===== src/rtl/multicycle_datapath_if.sv =====
// rtl/multicycle_datapath_if.sv - instruction/data memory handshake bundle for the multicycle datapath
interface multicycle_datapath_if #(
    parameter int DATA_W = 16,
    parameter int PC_W   = 16
);
    logic              imem_req;
    logic [PC_W-1:0]   imem_addr;
    logic [15:0]       imem_rdata;
    logic              imem_valid;
    logic              dmem_re;
    logic              dmem_we;
    logic [DATA_W-1:0] dmem_addr;
    logic [DATA_W-1:0] dmem_wdata;
    logic [DATA_W-1:0] dmem_rdata;
    logic              dmem_ready;

    modport master (
        output imem_req, imem_addr, dmem_re, dmem_we, dmem_addr, dmem_wdata,
        input  imem_rdata, imem_valid, dmem_rdata, dmem_ready
    );

    modport slave (
        input  imem_req, imem_addr, dmem_re, dmem_we, dmem_addr, dmem_wdata,
        output imem_rdata, imem_valid, dmem_rdata, dmem_ready
    );
endinterface


===== src/rtl/multicycle_datapath.sv =====
// rtl/multicycle_datapath.sv - 16-bit-encoding multicycle RISC datapath (FETCH/DECODE/EXEC/MEM/WB)
module multicycle_datapath #(
    parameter int              DATA_W   = 16,
    parameter int              PC_W     = 16,
    parameter logic [PC_W-1:0] PC_RESET = '0
) (
    input  logic                 clk,
    input  logic                 reset,
    input  logic                 en_i,
    input  logic                 jump_i,
    input  logic                 beq_i,
    input  logic                 bne_i,
    input  logic                 mem_read_i,
    input  logic                 mem_write_i,
    input  logic                 alu_src_i,
    input  logic                 reg_dst_i,
    input  logic                 mem_to_reg_i,
    input  logic                 reg_write_i,
    input  logic [1:0]           alu_op_i,
    output logic [3:0]           opcode_o,
    multicycle_datapath_if.master mem,
    output logic [PC_W-1:0]      pc_out_o,
    output logic [2:0]           state_out_o,
    output logic                 retire_o,
    output logic [31:0]          retire_count_o
);
    typedef enum logic [2:0] {
        S_FETCH  = 3'd0,
        S_DECODE = 3'd1,
        S_EXEC   = 3'd2,
        S_MEM    = 3'd3,
        S_WB     = 3'd4
    } state_e;

    state_e            state_q, state_d;
    logic [PC_W-1:0]   pc_q, pc_d, pc2;
    logic [15:0]       ir_q;
    logic [DATA_W-1:0] a_q, b_q, alu_out_q, mdr_q;
    logic [DATA_W-1:0] gpr_q [8];
    logic [31:0]       retire_count_q;

    logic [DATA_W-1:0] imm_ext, alu_b, alu_res, wb_data;
    logic [PC_W-1:0]   br_off;
    logic [2:0]        alu_fn, wb_idx;
    logic              zero, slt_bit;

    always_ff @(posedge clk) begin
        if (reset) state_q <= S_FETCH;
        else       state_q <= state_d;
    end

    always_comb begin
        state_d = state_q;
        unique case (state_q)
            S_FETCH:  if (en_i && mem.imem_valid) state_d = S_DECODE;
            S_DECODE: state_d = S_EXEC;
            S_EXEC: begin
                if (mem_read_i || mem_write_i) state_d = S_MEM;
                else if (reg_write_i)          state_d = S_WB;
                else                           state_d = S_FETCH;
            end
            S_MEM:    if (mem.dmem_ready) state_d = reg_write_i ? S_WB : S_FETCH;
            S_WB:     state_d = S_FETCH;
            default:  state_d = S_FETCH;
        endcase
    end

    // Every request strobe and the retire pulse are forced low while reset is high.
    always_comb begin
        mem.imem_req = 1'b0;
        mem.dmem_re  = 1'b0;
        mem.dmem_we  = 1'b0;
        retire_o     = 1'b0;
        if (!reset) begin
            case (state_q)
                S_FETCH: mem.imem_req = en_i;
                S_MEM: begin
                    mem.dmem_we = mem_write_i;
                    mem.dmem_re = mem_read_i & ~mem_write_i;
                end
                default: ;
            endcase
            retire_o = (state_q != S_FETCH) && (state_d == S_FETCH);
        end
    end

    assign imm_ext = {{(DATA_W-6){ir_q[5]}}, ir_q[5:0]};
    assign alu_b   = alu_src_i ? imm_ext : b_q;
    assign slt_bit = $signed(a_q) < $signed(alu_b);

    always_comb begin
        unique case (alu_op_i)
            2'b10:   alu_fn = 3'd0;
            2'b01:   alu_fn = 3'd1;
            default: alu_fn = ir_q[14:12];
        endcase
    end

    always_comb begin
        alu_res = '0;
        unique case (alu_fn)
            3'd0: alu_res = a_q + alu_b;
            3'd1: alu_res = a_q - alu_b;
            3'd2: alu_res = ~a_q;
            3'd3: alu_res = a_q << alu_b[3:0];
            3'd4: alu_res = a_q >> alu_b[3:0];
            3'd5: alu_res = a_q & alu_b;
            3'd6: alu_res = a_q | alu_b;
            3'd7: alu_res = {{(DATA_W-1){1'b0}}, slt_bit};
            default: alu_res = '0;
        endcase
    end

    assign zero   = (alu_res == '0);
    assign pc2    = pc_q + {{(PC_W-2){1'b0}}, 2'd2};
    assign br_off = {{(PC_W-7){ir_q[5]}}, ir_q[5:0], 1'b0};

    always_comb begin
        if (jump_i)                              pc_d = {pc2[PC_W-1:13], ir_q[11:0], 1'b0};
        else if ((beq_i && zero) || (bne_i && !zero)) pc_d = pc2 + br_off;
        else                                     pc_d = pc2;
    end

    assign wb_idx  = reg_dst_i ? ir_q[5:3] : ir_q[8:6];
    assign wb_data = mem_to_reg_i ? mdr_q : alu_out_q;

    always_ff @(posedge clk) begin
        if (reset) begin
            pc_q           <= PC_RESET;
            ir_q           <= '0;
            a_q            <= '0;
            b_q            <= '0;
            alu_out_q      <= '0;
            mdr_q          <= '0;
            retire_count_q <= '0;
            for (int i = 0; i < 8; i++) gpr_q[i] <= '0;
        end else begin
            case (state_q)
                S_FETCH: if (mem.imem_req && mem.imem_valid) ir_q <= mem.imem_rdata;
                S_DECODE: begin
                    a_q <= gpr_q[ir_q[11:9]];
                    b_q <= gpr_q[ir_q[8:6]];
                end
                S_EXEC: begin
                    alu_out_q <= alu_res;
                    pc_q      <= pc_d;
                end
                S_MEM:   if (mem.dmem_ready && mem.dmem_re) mdr_q <= mem.dmem_rdata;
                S_WB:    gpr_q[wb_idx] <= wb_data;
                default: ;
            endcase
            if (retire_o) retire_count_q <= retire_count_q + 32'd1;
        end
    end

    assign mem.imem_addr  = pc_q;
    assign mem.dmem_addr  = alu_out_q;
    assign mem.dmem_wdata = b_q;
    assign opcode_o       = ir_q[15:12];
    assign pc_out_o       = pc_q;
    assign state_out_o    = state_q;
    assign retire_count_o = retire_count_q;
endmodule


===== src/flat_wrapper.sv =====
// flat-port wrapper written by rule: the top's interface ports become plain ports
module multicycle_datapath_flat 
#(
    parameter int              DATA_W   = 16,
    parameter int              PC_W     = 16,
    parameter logic [PC_W-1:0] PC_RESET = '0
)
  (clk, reset, en_i, jump_i, beq_i, bne_i, mem_read_i, mem_write_i, alu_src_i, reg_dst_i, mem_to_reg_i, reg_write_i, alu_op_i, opcode_o, pc_out_o, state_out_o, retire_o, retire_count_o, mem_imem_req, mem_imem_addr, mem_dmem_re, mem_dmem_we, mem_dmem_addr, mem_dmem_wdata, mem_imem_rdata, mem_imem_valid, mem_dmem_rdata, mem_dmem_ready);
  multicycle_datapath_if #(.DATA_W(DATA_W), .PC_W(PC_W)) mem_i ();
  input  logic clk;
  input  logic reset;
  input  logic en_i;
  input  logic jump_i;
  input  logic beq_i;
  input  logic bne_i;
  input  logic mem_read_i;
  input  logic mem_write_i;
  input  logic alu_src_i;
  input  logic reg_dst_i;
  input  logic mem_to_reg_i;
  input  logic reg_write_i;
  input  logic [1:0] alu_op_i;
  output logic [3:0] opcode_o;
  output logic [PC_W-1:0] pc_out_o;
  output logic [2:0] state_out_o;
  output logic retire_o;
  output logic [31:0] retire_count_o;
  output wire logic [$bits(mem_i.imem_req)-1:0] mem_imem_req;
  output wire logic [$bits(mem_i.imem_addr)-1:0] mem_imem_addr;
  output wire logic [$bits(mem_i.dmem_re)-1:0] mem_dmem_re;
  output wire logic [$bits(mem_i.dmem_we)-1:0] mem_dmem_we;
  output wire logic [$bits(mem_i.dmem_addr)-1:0] mem_dmem_addr;
  output wire logic [$bits(mem_i.dmem_wdata)-1:0] mem_dmem_wdata;
  input wire logic [$bits(mem_i.imem_rdata)-1:0] mem_imem_rdata;
  input wire logic [$bits(mem_i.imem_valid)-1:0] mem_imem_valid;
  input wire logic [$bits(mem_i.dmem_rdata)-1:0] mem_dmem_rdata;
  input wire logic [$bits(mem_i.dmem_ready)-1:0] mem_dmem_ready;
  assign mem_imem_req = mem_i.imem_req;
  assign mem_imem_addr = mem_i.imem_addr;
  assign mem_dmem_re = mem_i.dmem_re;
  assign mem_dmem_we = mem_i.dmem_we;
  assign mem_dmem_addr = mem_i.dmem_addr;
  assign mem_dmem_wdata = mem_i.dmem_wdata;
  assign mem_i.imem_rdata = mem_imem_rdata;
  assign mem_i.imem_valid = mem_imem_valid;
  assign mem_i.dmem_rdata = mem_dmem_rdata;
  assign mem_i.dmem_ready = mem_dmem_ready;
  multicycle_datapath #(.DATA_W(DATA_W), .PC_W(PC_W), .PC_RESET(PC_RESET)) u_core (.clk(clk), .reset(reset), .en_i(en_i), .jump_i(jump_i), .beq_i(beq_i), .bne_i(bne_i), .mem_read_i(mem_read_i), .mem_write_i(mem_write_i), .alu_src_i(alu_src_i), .reg_dst_i(reg_dst_i), .mem_to_reg_i(mem_to_reg_i), .reg_write_i(reg_write_i), .alu_op_i(alu_op_i), .opcode_o(opcode_o), .mem(mem_i), .pc_out_o(pc_out_o), .state_out_o(state_out_o), .retire_o(retire_o), .retire_count_o(retire_count_o));
endmodule

===== config.mk =====
export PLATFORM = sky130hd
export DESIGN_NAME = multicycle_datapath_flat
export DESIGN_NICKNAME = d
export VERILOG_FILES = /design/src/rtl/multicycle_datapath_if.sv /design/src/rtl/multicycle_datapath.sv /design/src/flat_wrapper.sv
export SDC_FILE = /design/constraint.sdc
export NUM_CORES = 1
export LEC_CHECK = 0
export ABC_AREA = 1
export BUFFER_PORTS_ARGS = -buffer_cell sky130_fd_sc_hd__buf_2
export CORE_MARGIN = 4
export CORE_UTILIZATION = 30
export CTS_CLUSTER_DIAMETER = 200
export DETAILED_ROUTE_END_ITERATION = 16
export PLACE_DENSITY = 0.51
export SLEW_MARGIN = 5
export SYNTH_ARGS = -nofsm -noshare
export SYNTH_HDL_FRONTEND = slang
export SYNTH_SLANG_ARGS = --single-unit

===== constraint.sdc =====
create_clock -name clk -period 5.5 [get_ports clk]
set_input_delay 1.375 -clock clk [delete_from_list [all_inputs] [get_ports clk]]
set_output_delay 1.375 -clock clk [all_outputs]
set_load 0.005 [all_outputs]

# After elaboration in Yosys (flattened, before gate mapping)
# Memory sizes are Yosys's and may differ from the RTL's. A register that Yosys moved wholly into a read port is not among the register bits.
# Index checks and enable logic that the tools add are counted.
[classes]
mux = 27
n_mul = 0
n_shift = 2
div_mod_pow = 0
add_sub_neg = 5
reduce_logical = 17
n_lt_le_gt_ge = 1
bitwise = 5
n_eq_ne = 13
[op_table]
columns = ["operator", "n"]
rows = [
  ["16-bit case mux with 8 select lines", 1],
  ["16-bit two-way mux", 5],
  ["16-bit adder", 2],
  ["32-bit by 1-bit adder with 32-bit output, second input constant", 1],
  ["3-bit two-way mux", 6],
  ["16-bit by 2-bit adder with 16-bit output, second input constant", 1],
  ["16-bit bitwise AND", 1],
  ["16-bit zero test", 1],
  ["16-bit less-than comparator", 1],
  ["16-bit inverter", 1],
  ["16-bit bitwise OR", 1],
  ["16-bit OR reduction", 1],
  ["16-bit by 4-bit left shift with 16-bit output", 1],
  ["16-bit by 4-bit >> shifter with 16-bit output", 1],
  ["16-bit subtractor", 1],
  ["3-bit == test, second input constant", 5],
  ["1-bit two-way mux", 13],
  ["3-bit by 2-bit == test with 1-bit output, second input constant", 4],
  ["3-bit case mux with 4 select lines", 1],
  ["3-bit zero test", 3],
  ["3-bit by 1-bit == test with 1-bit output, second input constant", 2],
  ["1-bit logical AND", 6],
  ["3-bit case mux with 2 select lines", 1],
  ["2-bit AND reduction", 2],
  ["other kinds (7)", 8],
]
[totals]
latch_bits = 0
rom_bits = 0
inputBits = 48
output_inout_bits = 107
ff_bits = 99
word_cells = 77
mem_bits_rw = 128
n_memories = 1
[mem_list]
columns = ["memory", "words", "width", "read_ports", "rd_clocked_by_memory_dff", "wr", "line", "text"]
rows = [
  ["u_core.gpr_q", 8, 16, 2, 2, 8, "multicycle_datapath.sv:39", "logic [DATA_W-1:0] gpr_q [8];"],
]

# Longest topological paths before layout
# Gate-level depths: netlist (run 1).
[logic_depth]
word_depth = 10
mapped_depth = 29
ltp_nobuf = 27

# Worst setup path before layout (run 1)
# No wires, ideal clock.
[synth_path]
kind = "input to register"
from = "input port alu_src_i"
to = "register u_core.pc_q[15] (netlist: u_core.mem.imem_addr[15])"
setup_time_ns = 0.132
arrival_ns = 4.098
slack_ns = 1.270
path_stages = 24
path_buffers = 4
cell_sequence = "buf_6 > inv_8 > clkbuf_1 > a21oi_1 > ha_1 > clkbuf_2 > inv_1 > nand2_1 > inv_1 > a21oi_1 > nor2_1 > nor2_1 > nand3_1 > nand3_1 > nand3_1 > nor2_1 > nand2_1 > nor2_2 > nand3_2 > nand2_2 > buf_6 > nand3_1 > nand3_1 > a21oi_1"
[synth_between]
elab_chain_cells = 9
[synth_lines]
columns = ["item", "line", "text"]
rows = [
  ["start: declaration", "flat_wrapper.sv:18", "input logic alu_src_i;"],
  ["16-bit two-way mux *", "multicycle_datapath.sv:88", "assign alu_b = alu_src_i ? imm_ext : b_q;"],
  ["16-bit subtractor (tied with other cells)", "multicycle_datapath.sv:103", "3'd1: alu_res = a_q - alu_b;"],
  ["16-bit case mux with 8 select lines *", "multicycle_datapath.sv:101", "unique case (alu_fn)"],
  ["16-bit zero test *", "multicycle_datapath.sv:114", "assign zero = (alu_res == '0);"],
  ["1-bit zero test", "multicycle_datapath.sv:120", "else if ((beq_i && zero) || (bne_i && !zero)) pc_d = pc2 + br_off;"],
  ["1-bit logical AND", "multicycle_datapath.sv:120", ""],
  ["1-bit logical OR *", "multicycle_datapath.sv:120", ""],
  ["16-bit two-way mux *", "multicycle_datapath.sv:120", ""],
  ["16-bit two-way mux *", "multicycle_datapath.sv:119", "if (jump_i) pc_d = {pc2[PC_W-1:13], ir_q[11:0], 1'b0};"],
  ["end signal: assignment", "multicycle_datapath.sv:146", "pc_q <= pc_d;"],
  ["end: declaration", "multicycle_datapath.sv:36", "logic [PC_W-1:0] pc_q, pc_d, pc2;"],
]
# Every way passes the cells marked *; elsewhere a longest branch is shown, timed or not.
# A chain may end at the register's enable or synchronous reset.

# Worst setup path in the final report (run 1)
[layout_path]
from = "input port alu_src_i"
to = "register u_core.pc_q[10] (netlist: u_core.mem.imem_addr[10])"
# Same word-level chain as after synthesis.

==> reports/metrics.csv, run 1 <==
stage,metric,value,unit
status,status,"finished, final reports clean",
clock_network,post_cts_resized,0,
hold_path,hold_class,reg2reg,
synthesis,synthMuxAreaShare,0.00684,
timing,worst_slew_pin_slew,1.06,ns
placement,routabilityCongestion,0.972,
synthesis,synth_area_leaders,"edfxtp_1, dfxtp_1, o21ai_0",
job,maxCapViolCount,0,
clock_network,root_buffer,clkbuf_16,
finish,nets,2727,
placement,post-place-ws,-0.0725,ns
die,initial_core_util,0.304,
critical_path,critical_path_class,in2reg,
timing,final_hold_viol_count,0,
global_routing,antenna_found_initial,3,
finish,multi_input_area,0.00943,mm2
synthesis,synth_cells,2515,
synthesis,synth_xor_area_frac,0.0199,
synthesis,ys_seq_area_frac,0.367,
critical_path,cp-start-kind,input port,
global_routing,grt_start_max_net_pins,98,
detailed_routing,dr.max_layer_used,met5,
clock_network,clk_pin_slew,0.07,ns
die,core,0.0578,mm2
pwr,p_total,5630,uW
critical_path,rr_worst_depth,21,
detailed_routing,ant_nets,0,
clock_network,clock-sinks,258,
critical_path,r2r-start,u_core.ir_q[5],
synthesis,synth_cell_types,51,
synthesis,synth_edf_count,128,
clock_network,cts_buffer_depth,3,
timing,finalSetupTns,0,ns
critical_path,reg2reg_slack,1.08,ns
critical_path,critPathMaxFanout,11,
detailed_routing,viasPerCell,5.31,
finish,instances_no_fill,3399,
global_routing,grt_first_pass_wirelength,107,mm
timing,fmax,193,MHz
clock_network,clkLatencyLatePin,0.55,ns
synthesis,synth_top_family_by_area,simple AND/OR/NAND/NOR gates,
critical_path,rr_endpoint,u_core.mem.imem_addr[10],
finish,syn2layout_area_growth,14.2,%
clock_network,postCtsSetupBuffers,0,
synthesis,synth_seq_cells,258,
placement,io_buffers,152,
critical_path,crit_path_end_kind,flip-flop,
critical_path,crit_arrival,5.64,ns
detailed_routing,wl_met3,5.63,mm
pwr,power_density,281,mW/mm2
hold_path,whs_path_depth,2,
clock_network,cts_made_buffers,34,
synthesis,synth-compound-area-share,0.179,
detailed_routing,via_count,18100,
clock_network,cts_hold_buffers,0,
timing,skew,0.0262,ns
finish,n_antenna_cell,0,
synthesis,synth-main-ff-cell,dfxtp_1,
detailed_routing,wl_met2,32.6,mm
synthesis,synthAdderAreaFrac,0.0518,
detailed_routing,wire_per_inst,21.3,um
die,fp-row-count,88,
timing,post-route-period-util,0.940,
die,die_area,0.0625,mm2
global_routing,grt_use_total,0.221,
die,ioPinCount,155,
detailed_routing,drt_iter0_markers,1748,
synthesis,yosysTopAreaCellShare,0.219,
timing,slew_violations,0,
detailed_routing,drc,0,
clock_network,cts_tree,done,
timing,rsz0062_at_grt,no,
pwr,p_leak,0.00847,uW
global_routing,grt_overflow,0,
synthesis,synth-simple-area-share,0.277,
die,dieWidth,250,um
timing,finalSetupViolCount,0,
synthesis,synth.avg_cell_area,6.99,um2
synthesis,yosysTopAreaCell,edfxtp_1,
hold_path,min_to,u_core.ir_q[15],
timing,relSlewSlack,0.286,
global_routing,grt_pass1_vias,17100,
placement,place_inst,3337,
placement,dp.final_hpwl,53.1,mm
detailed_routing,dr.pass1.iters,7,
finish,fill_cells,6280,
hold_path,hp-start,u_core.ir_q[15],
synthesis,yosys_warnings,0,
die,chipHeight,250,um
synthesis,synth_area,0.0176,mm2
critical_path,crit_required,5.96,ns
finish,drive_gt1_frac,0.115,
timing,post-route-min-period,5.17,ns
timing,fin_ws,0.329,ns
finish,seq_area,0.00645,mm2
clock_network,htree_levels,2,
detailed_routing,met1_length,30.5,mm
pwr,ir_drop,0.293,mV
detailed_routing,totalWireLength,72.5,mm
synthesis,ys_async_sr_fraction,0,
## power breakdown
group | switching (uW) | leakage (uW) | internal [uW]
registers | 91.6 | 0.00238 | 2090
clock network | 936 | 0.000531 | 1280
logic | 880 | 0.00556 | 361
## synthesized netlist by cell type (13+ instances only)
| cell type | count |
|---|---|
| o31ai_1 | 15 |
| nand3_1 | 256 |
| inv_1 | 256 |
| xor2_1 | 32 |
| dfxtp_1 | 130 |
| edfxtp_1 | 128 |
| ha_1 | 68 |
| clkbuf_1 | 85 |
| nor3_1 | 32 |
| nand4_1 | 29 |
| a21oi_1 | 215 |
| nand2_2 | 13 |
| nor2_1 | 386 |
| nand2_1 | 372 |
| buf_2 | 21 |
| buf_4 | 25 |
| o21ai_0 | 296 |
| o22ai_1 | 37 |
## cell families (layout without fill, tap and decap cells)
| family | Yosys count | in the layout |
|---|---|---|
| other | 1 | 2 |
| xor gates and xnor gates | 40 | 40 |
| DFF | 258 | 258 |
| muxes | 12 | 12 |
| AOI/OAI and AO/OA | 594 | 594 |
| and+or+nand+nor | 1130 | 1130 |
| buffers and inverters | 409 | 527 |
| adders and majority gates | 71 | 71 |
## area by class of cell
cell class              instances  area share
clock buffers                  46      0.0472
clock inverters                16     0.00736
inverters                     263      0.0496
multi-input cells            1849       0.470
flip-flops and latches        258       0.321
well taps                     765      0.0477
repair buffers                202      0.0566
## sequential cells by signal, summed over array words and instances (netlist names)
register,flops
u_core.ir_q,16
u_core.mem.imem_addr,15
u_core.mem.dmem_addr,16
u_core.mem.dmem_wdata,16
u_core.a_q,16
u_core.mdr_q,16
u_core.gpr_q,128
u_core.state_out_o,3
u_core.retire_count_o,32
## worst max-delay path, stage by stage
cell,delay (ns)
buf_2,0.19
nand2_1,0.10
inv_1,0.21
a21oi_1,0.44
inv_1,0.10
ha_1,0.47
inv_1,0.10
a21oi_1,0.47
nand3_1,0.37
nor2_1,0.17
nor2_1,0.08
nor2_1,0.11
nand3_1,0.17
nor2_1,0.14
nand2_1,0.08
nor2_2,0.19
nand3_2,0.17
nand2_2,0.25
inv_2,0.12
nand2_1,0.07
nand3_1,0.06
a21oi_1,0.17
## placed cells by master, fill, tap and decap left out, drive strengths merged, types with 10 or more instances in the layout
cell    instances
xor2           32
edfxtp        128
nand2         389
nand3         259
mux2i          12
ha             68
o31ai          15
o21ai         301
dfxtp         130
o22ai          37
nor3           33
buf           202
clkbuf         46
nor4           11
clkinv         10
nor2          392
nand4          29
o21bai         11
inv           266
a21oi         215
## how the worst max path moves through the flow
stage | endpoint | slack [ns] | start | cells after the start
global placement | u_core.mem.imem_addr[7] | -0.17 | alu_src_i | 23
finish | u_core.mem.imem_addr[10] | 0.33 | alu_src_i | 22
detailed placement | u_core.mem.imem_addr[10] | -0.07 | alu_src_i | 23
CTS | u_core.mem.imem_addr[10] | 0.49 | alu_src_i | 23
global route | u_core.mem.imem_addr[11] | 0.1 | alu_src_i | 22
floorplan | u_core.mem.imem_addr[15] | 1.27 | alu_src_i | 24
## layer usage
metal	GRT usage	vias to the layer above
li1	-	8631
met1	0.289	8479
met2	0.354	759
met3	0.0400	187
met4	0.108	4
met5	0	-
## per-stage QoR
step / util / hold slack [ns] / instance area, um2
2_1_floorplan: - / 0.445 / 17600
3_3_place_gp: 0.328 / 0.454 / 19000
3_5_place_dp: 0.328 / 0.463 / 19000
4_1_cts: 0.347 / 0.474 / 20100
5_1_grt: 0.347 / 0.484 / 20100
6_report: 0.347 / 0.468 / 20100
(Power assumes the default switching activity.)
==> run 2: changes to the inputs <==
GPL_TIMING_DRIVEN = 0   (was not set)
==> reports/metrics.csv, run 2 (same netlist as run 1, synthesis figures left out) <==
stage,metric,value,unit
timing,worst_slew_pin_slew,1.22,ns
finish,nets,2819,
finish,largest_register_ffs,128,
timing,relSlewSlack,0.188,
clock_network,clk_pin_slew,0.06,ns
critical_path,crit_arrival,5.55,ns
job,maxCapViolCount,0,
die,initial_core_util,0.304,
clock_network,post_cts_resized,0,
clock_network,cts_made_buffers,31,
pwr,power_frac_clock,0.372,
die,chipHeight,250,um
hold_path,hold_class,reg2reg,
critical_path,slowest_stage,clkbuf_1,
detailed_routing,drc,0,
critical_path,crit_path_end_kind,flip-flop,
global_routing,grt_use_total,0.238,
finish,instances_no_fill,3490,
pwr,p_int,3650,uW
critical_path,crit_family,simple AND/OR/NAND/NOR gates,
timing,rsz0062_at_grt,no,
global_routing,grt_first_pass_wirelength,114,mm
global_routing,grt_start_max_net_pins,17,
timing,fin_ws,0.464,ns
pwr,p_seq_frac,0.395,
detailed_routing,ant_nets,0,
status,status,"finished, final reports clean",
placement,io_buffers,150,
finish,layout_commonest_cell,nor2_1,
pwr,ir_drop,0.227,mV
finish,syn2layout_area_growth,15.5,%
die,dieWidth,250,um
detailed_routing,drt_iter0_markers,1854,
critical_path,crit_buf_inv,6,
global_routing,grt_pass1_vias,17600,
global_routing,grt_overflow,0,
critical_path,critPathMaxFanout,10,
timing,post-route-period-util,0.916,
critical_path,crit_required,6.01,ns
die,core,0.0578,mm2
pwr,p_leak,0.00856,uW
finish,final_cell_mix,"nor2_1, nand2_1, o21ai_0, inv_1, nand3_1",
clock_network,root_buffer,clkbuf_16,
pwr,switching_share,0.341,
timing,finalSetupTns,0,ns
clock_network,clock-sinks,258,
timing,holdWs,0.484,ns
timing,final_hold_viol_count,0,
detailed_routing,totalWireLength,78.3,mm
clock_network,cts_hold_buffers,0,
clock_network,cts_tree,done,
placement,routabilityCongestion,0.991,
detailed_routing,dr.pass1.iters,6,
finish,fin_util,0.351,
global_routing,antenna_found_initial,4,
timing,fmax,199,MHz
timing,finalSetupViolCount,0,
finish,drive_gt1_frac,0.109,
die,die_area,0.0625,mm2
die,ioPinCount,155,
critical_path,critical_path_class,in2reg,
timing,slew_violations,0,
detailed_routing,wire_per_inst,22.4,um
pwr,power.switching,1890,uW
placement,post-place-ws,-0.0886,ns
pwr,power_density,273,mW/mm2
detailed_routing,via_count,18700,
clock_network,htree_levels,1,
clock_network,postCtsSetupBuffers,0,
placement,dp.final_hpwl,62.1,mm
timing,skew,0.0171,ns
die,fp-row-count,88,
finish,top_register,u_core.gpr_q,
clock_network,cts_buffer_depth,3,
placement,place_inst,3432,
timing,post-route-min-period,5.04,ns
critical_path,cp-start-kind,input port,
detailed_routing,viasPerCell,5.36,
pwr,comb_power_share,0.233,
clock_network,clkLatencyLatePin,0.60,ns
critical_path,critical-path-max-stage-delay,0.39,ns
[run 2: changes by cell type in the layout (fill, tap and decap cells not counted), sizes merged]
cell	change
inv	-2
clkinv	-3
buf	+9
diode	+1
clkbuf	+85
bufinv	+1
[run 2: worst paths after layout]
kind	start	end	slack (ns)	cells past startpoint
max	alu_src_i	u_core.mem.imem_addr[15]	0.46	25
min	u_core.mdr_q[11]	u_core.mdr_q[11]	0.48	2
max reg2reg	u_core.ir_q[5]	u_core.mem.imem_addr[15]	0.67	24
min reg2reg	u_core.mdr_q[11]	u_core.mdr_q[11]	0.48	2
[run 2: worst min-delay path: cells and delay by family (launching register included)]
kind	cells	cell delay, ns
flops	1	0.32
simple gates	2	0.13
[run 2: power by group through the flow]
stage	Combinational (uW)	Clock, uW	Sequential, uW
finish	1290	2060	2190
global route	1410	2160	2190
CTS	1270	2090	2180
global placement	1260	0	2220
floorplan	798	0	2180
detailed placement	1260	0	2220
[run 2: layout make-up]
type	count	area, um2
Clock buffer	45	868
Sequential cell	258	6450
Timing Repair Buffer	151	758
Multi-Input combinational cell	1849	9420
Inverter	263	995
Tap cell	765	957
Fill cell	6295	37500
Buffer	146	726
Clock inverter	12	125
Antenna cell	1	2.50
[run 2: metrics by stage]
| step | total power, uW | area, um2 |
|---|---|---|
| 2_1_floorplan | 2980 | 17600 |
| 3_3_place_gp | 3480 | 19300 |
| 3_5_place_dp | 3490 | 19300 |
| 4_1_cts | 5550 | 20300 |
| 5_1_grt | 5770 | 20300 |
| 6_report | 5540 | 20300 |
[run 2: layer usage]
layer  share of wire  GRT usage  vias to the layer above  wire [um]
met4           0.027     0.0664                        0       2130
met3           0.079     0.0377                      119       6230
met5               0          0                        -          0
met1            0.44      0.330                     8978      34400
li1                -          -                     8816          -
met2            0.45      0.386                      792      35600
==> run 3: changes to the inputs <==
RECOVER_POWER = 50   (was not set)
==> reports/metrics.csv, run 3 (same netlist as run 1, synthesis figures left out) <==
stage,metric,value,unit
status,status,"finished, final reports clean",
critical_path,slowest_stage,clkbuf_1,
placement,place_inst,3432,
global_routing,grt_pass1_vias,17600,
placement,io_buffers,150,
finish,syn2layout_area_growth,15.0,%
global_routing,grt_overflow,0,
clock_network,cts_tree,done,
detailed_routing,wire_per_inst,22.4,um
die,core,0.0578,mm2
placement,routabilityCongestion,0.991,
detailed_routing,dr.pass1.iters,5,
clock_network,htree_levels,1,
timing,relSlewSlack,0.0871,
finish,largest_register_ffs,128,
detailed_routing,drc,0,
critical_path,crit_buf_inv,6,
critical_path,critical_path_class,in2reg,
timing,fin_ws,0.434,ns
global_routing,grt_use_total,0.238,
global_routing,grt_first_pass_wirelength,114,mm
clock_network,post_cts_resized,0,
detailed_routing,viasPerCell,5.37,
finish,top_register,u_core.gpr_q,
timing,final_hold_viol_count,0,
critical_path,crit_family,simple AND/OR/NAND/NOR gates,
critical_path,reg2reg_slack,0.63,ns
clock_network,postCtsSetupBuffers,0,
clock_network,cts_buffer_depth,3,
hold_path,hold_class,reg2reg,
clock_network,root_buffer,clkbuf_16,
die,ioPinCount,155,
finish,layout_commonest_cell,nor2_1,
die,fp-row-count,88,
timing,post-route-min-period,5.07,ns
detailed_routing,totalWireLength,78.2,mm
critical_path,cp-start-kind,input port,
clock_network,clkLatencyLatePin,0.60,ns
critical_path,crit_path_end_kind,flip-flop,
critical_path,crit_required,6.01,ns
finish,nets,2819,
placement,post-place-ws,-0.0886,ns
clock_network,cts_made_buffers,31,
detailed_routing,drt_iter0_markers,1916,
detailed_routing,via_count,18800,
critical_path,critPathMaxFanout,10,
die,initial_core_util,0.304,
finish,drive_gt1_frac,0.0848,
timing,skew,0.0156,ns
timing,rsz0062_at_grt,no,
pwr,p_leak,0.00829,uW
job,maxCapViolCount,0,
critical_path,crit_arrival,5.58,ns
global_routing,antenna_found_initial,4,
finish,final_cell_mix,"nor2_1, nand2_1, o21ai_0, inv_1, nand3_1",
finish,instances_no_fill,3490,
detailed_routing,ant_nets,0,
critical_path,critical-path-max-stage-delay,0.39,ns
die,dieWidth,250,um
timing,slew_violations,0,
clock_network,clock-sinks,258,
clock_network,clk_pin_slew,0.05,ns
global_routing,grt_start_max_net_pins,17,
clock_network,cts_hold_buffers,0,
pwr,ir_drop,0.228,mV
pwr,power_density,274,mW/mm2
timing,finalSetupViolCount,0,
die,chipHeight,250,um
timing,post-route-period-util,0.921,
timing,worst_slew_pin_slew,1.33,ns
die,die_area,0.0625,mm2
placement,dp.final_hpwl,62.1,mm
timing,fmax,197,MHz
[run 3: cell types whose count changed in the layout (fill, tap and decap cells not counted), moves of 3 or more]
cell | before | now
clkbuf_4 | 0 | 18
buf_4 | 26 | 8
clkbuf_1 | 95 | 160
buf_2 | 171 | 109
buf_1 | 7 | 4
[run 3: worst min-delay path, delay by kind of cell (launching register included)]
kind          cells  cell delay, ns
flops             1            0.32
simple gates      2            0.13
[run 3: metrics by stage]
stage	total power [uW]	TNS, ns	hold WS [ns]	cell area (um2)	utilization
6_report	5530	0	0.484	20200	0.350
5_1_grt	5770	0	0.514	20200	0.350
4_1_cts	5550	0	0.486	20300	0.351
3_5_place_dp	3490	-0.216	0.475	19300	0.334
3_3_place_gp	3480	-0.0881	0.456	19300	0.334
2_1_floorplan	2980	0	0.445	17600	-
[run 3: cell type report]
| type | instances | area (um2) |
|---|---|---|
| Antenna cell | 1 | 2.50 |
| Buffer | 146 | 726 |
| Clock buffer | 45 | 868 |
| Clock inverter | 12 | 125 |
| Fill cell | 6328 | 37600 |
| Inverter | 263 | 995 |
| Multi-Input combinational cell | 1849 | 9410 |
| Sequential cell | 258 | 6450 |
| Tap cell | 765 | 957 |
| Timing Repair Buffer | 151 | 681 |
[run 3: metal layers]
layer / up-vias / track usage / share of wire
met2: 778 / 0.386 / 0.45
met4: 0 / 0.0664 / 0.026
met1: 9026 / 0.330 / 0.44
met5: - / 0 / 0
li1: 8829 / - / -
met3: 117 / 0.0377 / 0.076
[run 3: final timing paths]
kind | end | depth (start not counted) | startpoint
max | u_core.mem.imem_addr[15] | 25 | alu_src_i
min | u_core.mdr_q[11] | 2 | u_core.mdr_q[11]
max reg2reg | u_core.mem.imem_addr[15] | 24 | u_core.ir_q[5]
min reg2reg | u_core.mdr_q[11] | 2 | u_core.mdr_q[11]
[run 3: power by group]
group / internal, uW / switching (uW)
Sequential: 2090 / 96.3
Clock: 1190 / 875
Combinational: 368 / 915
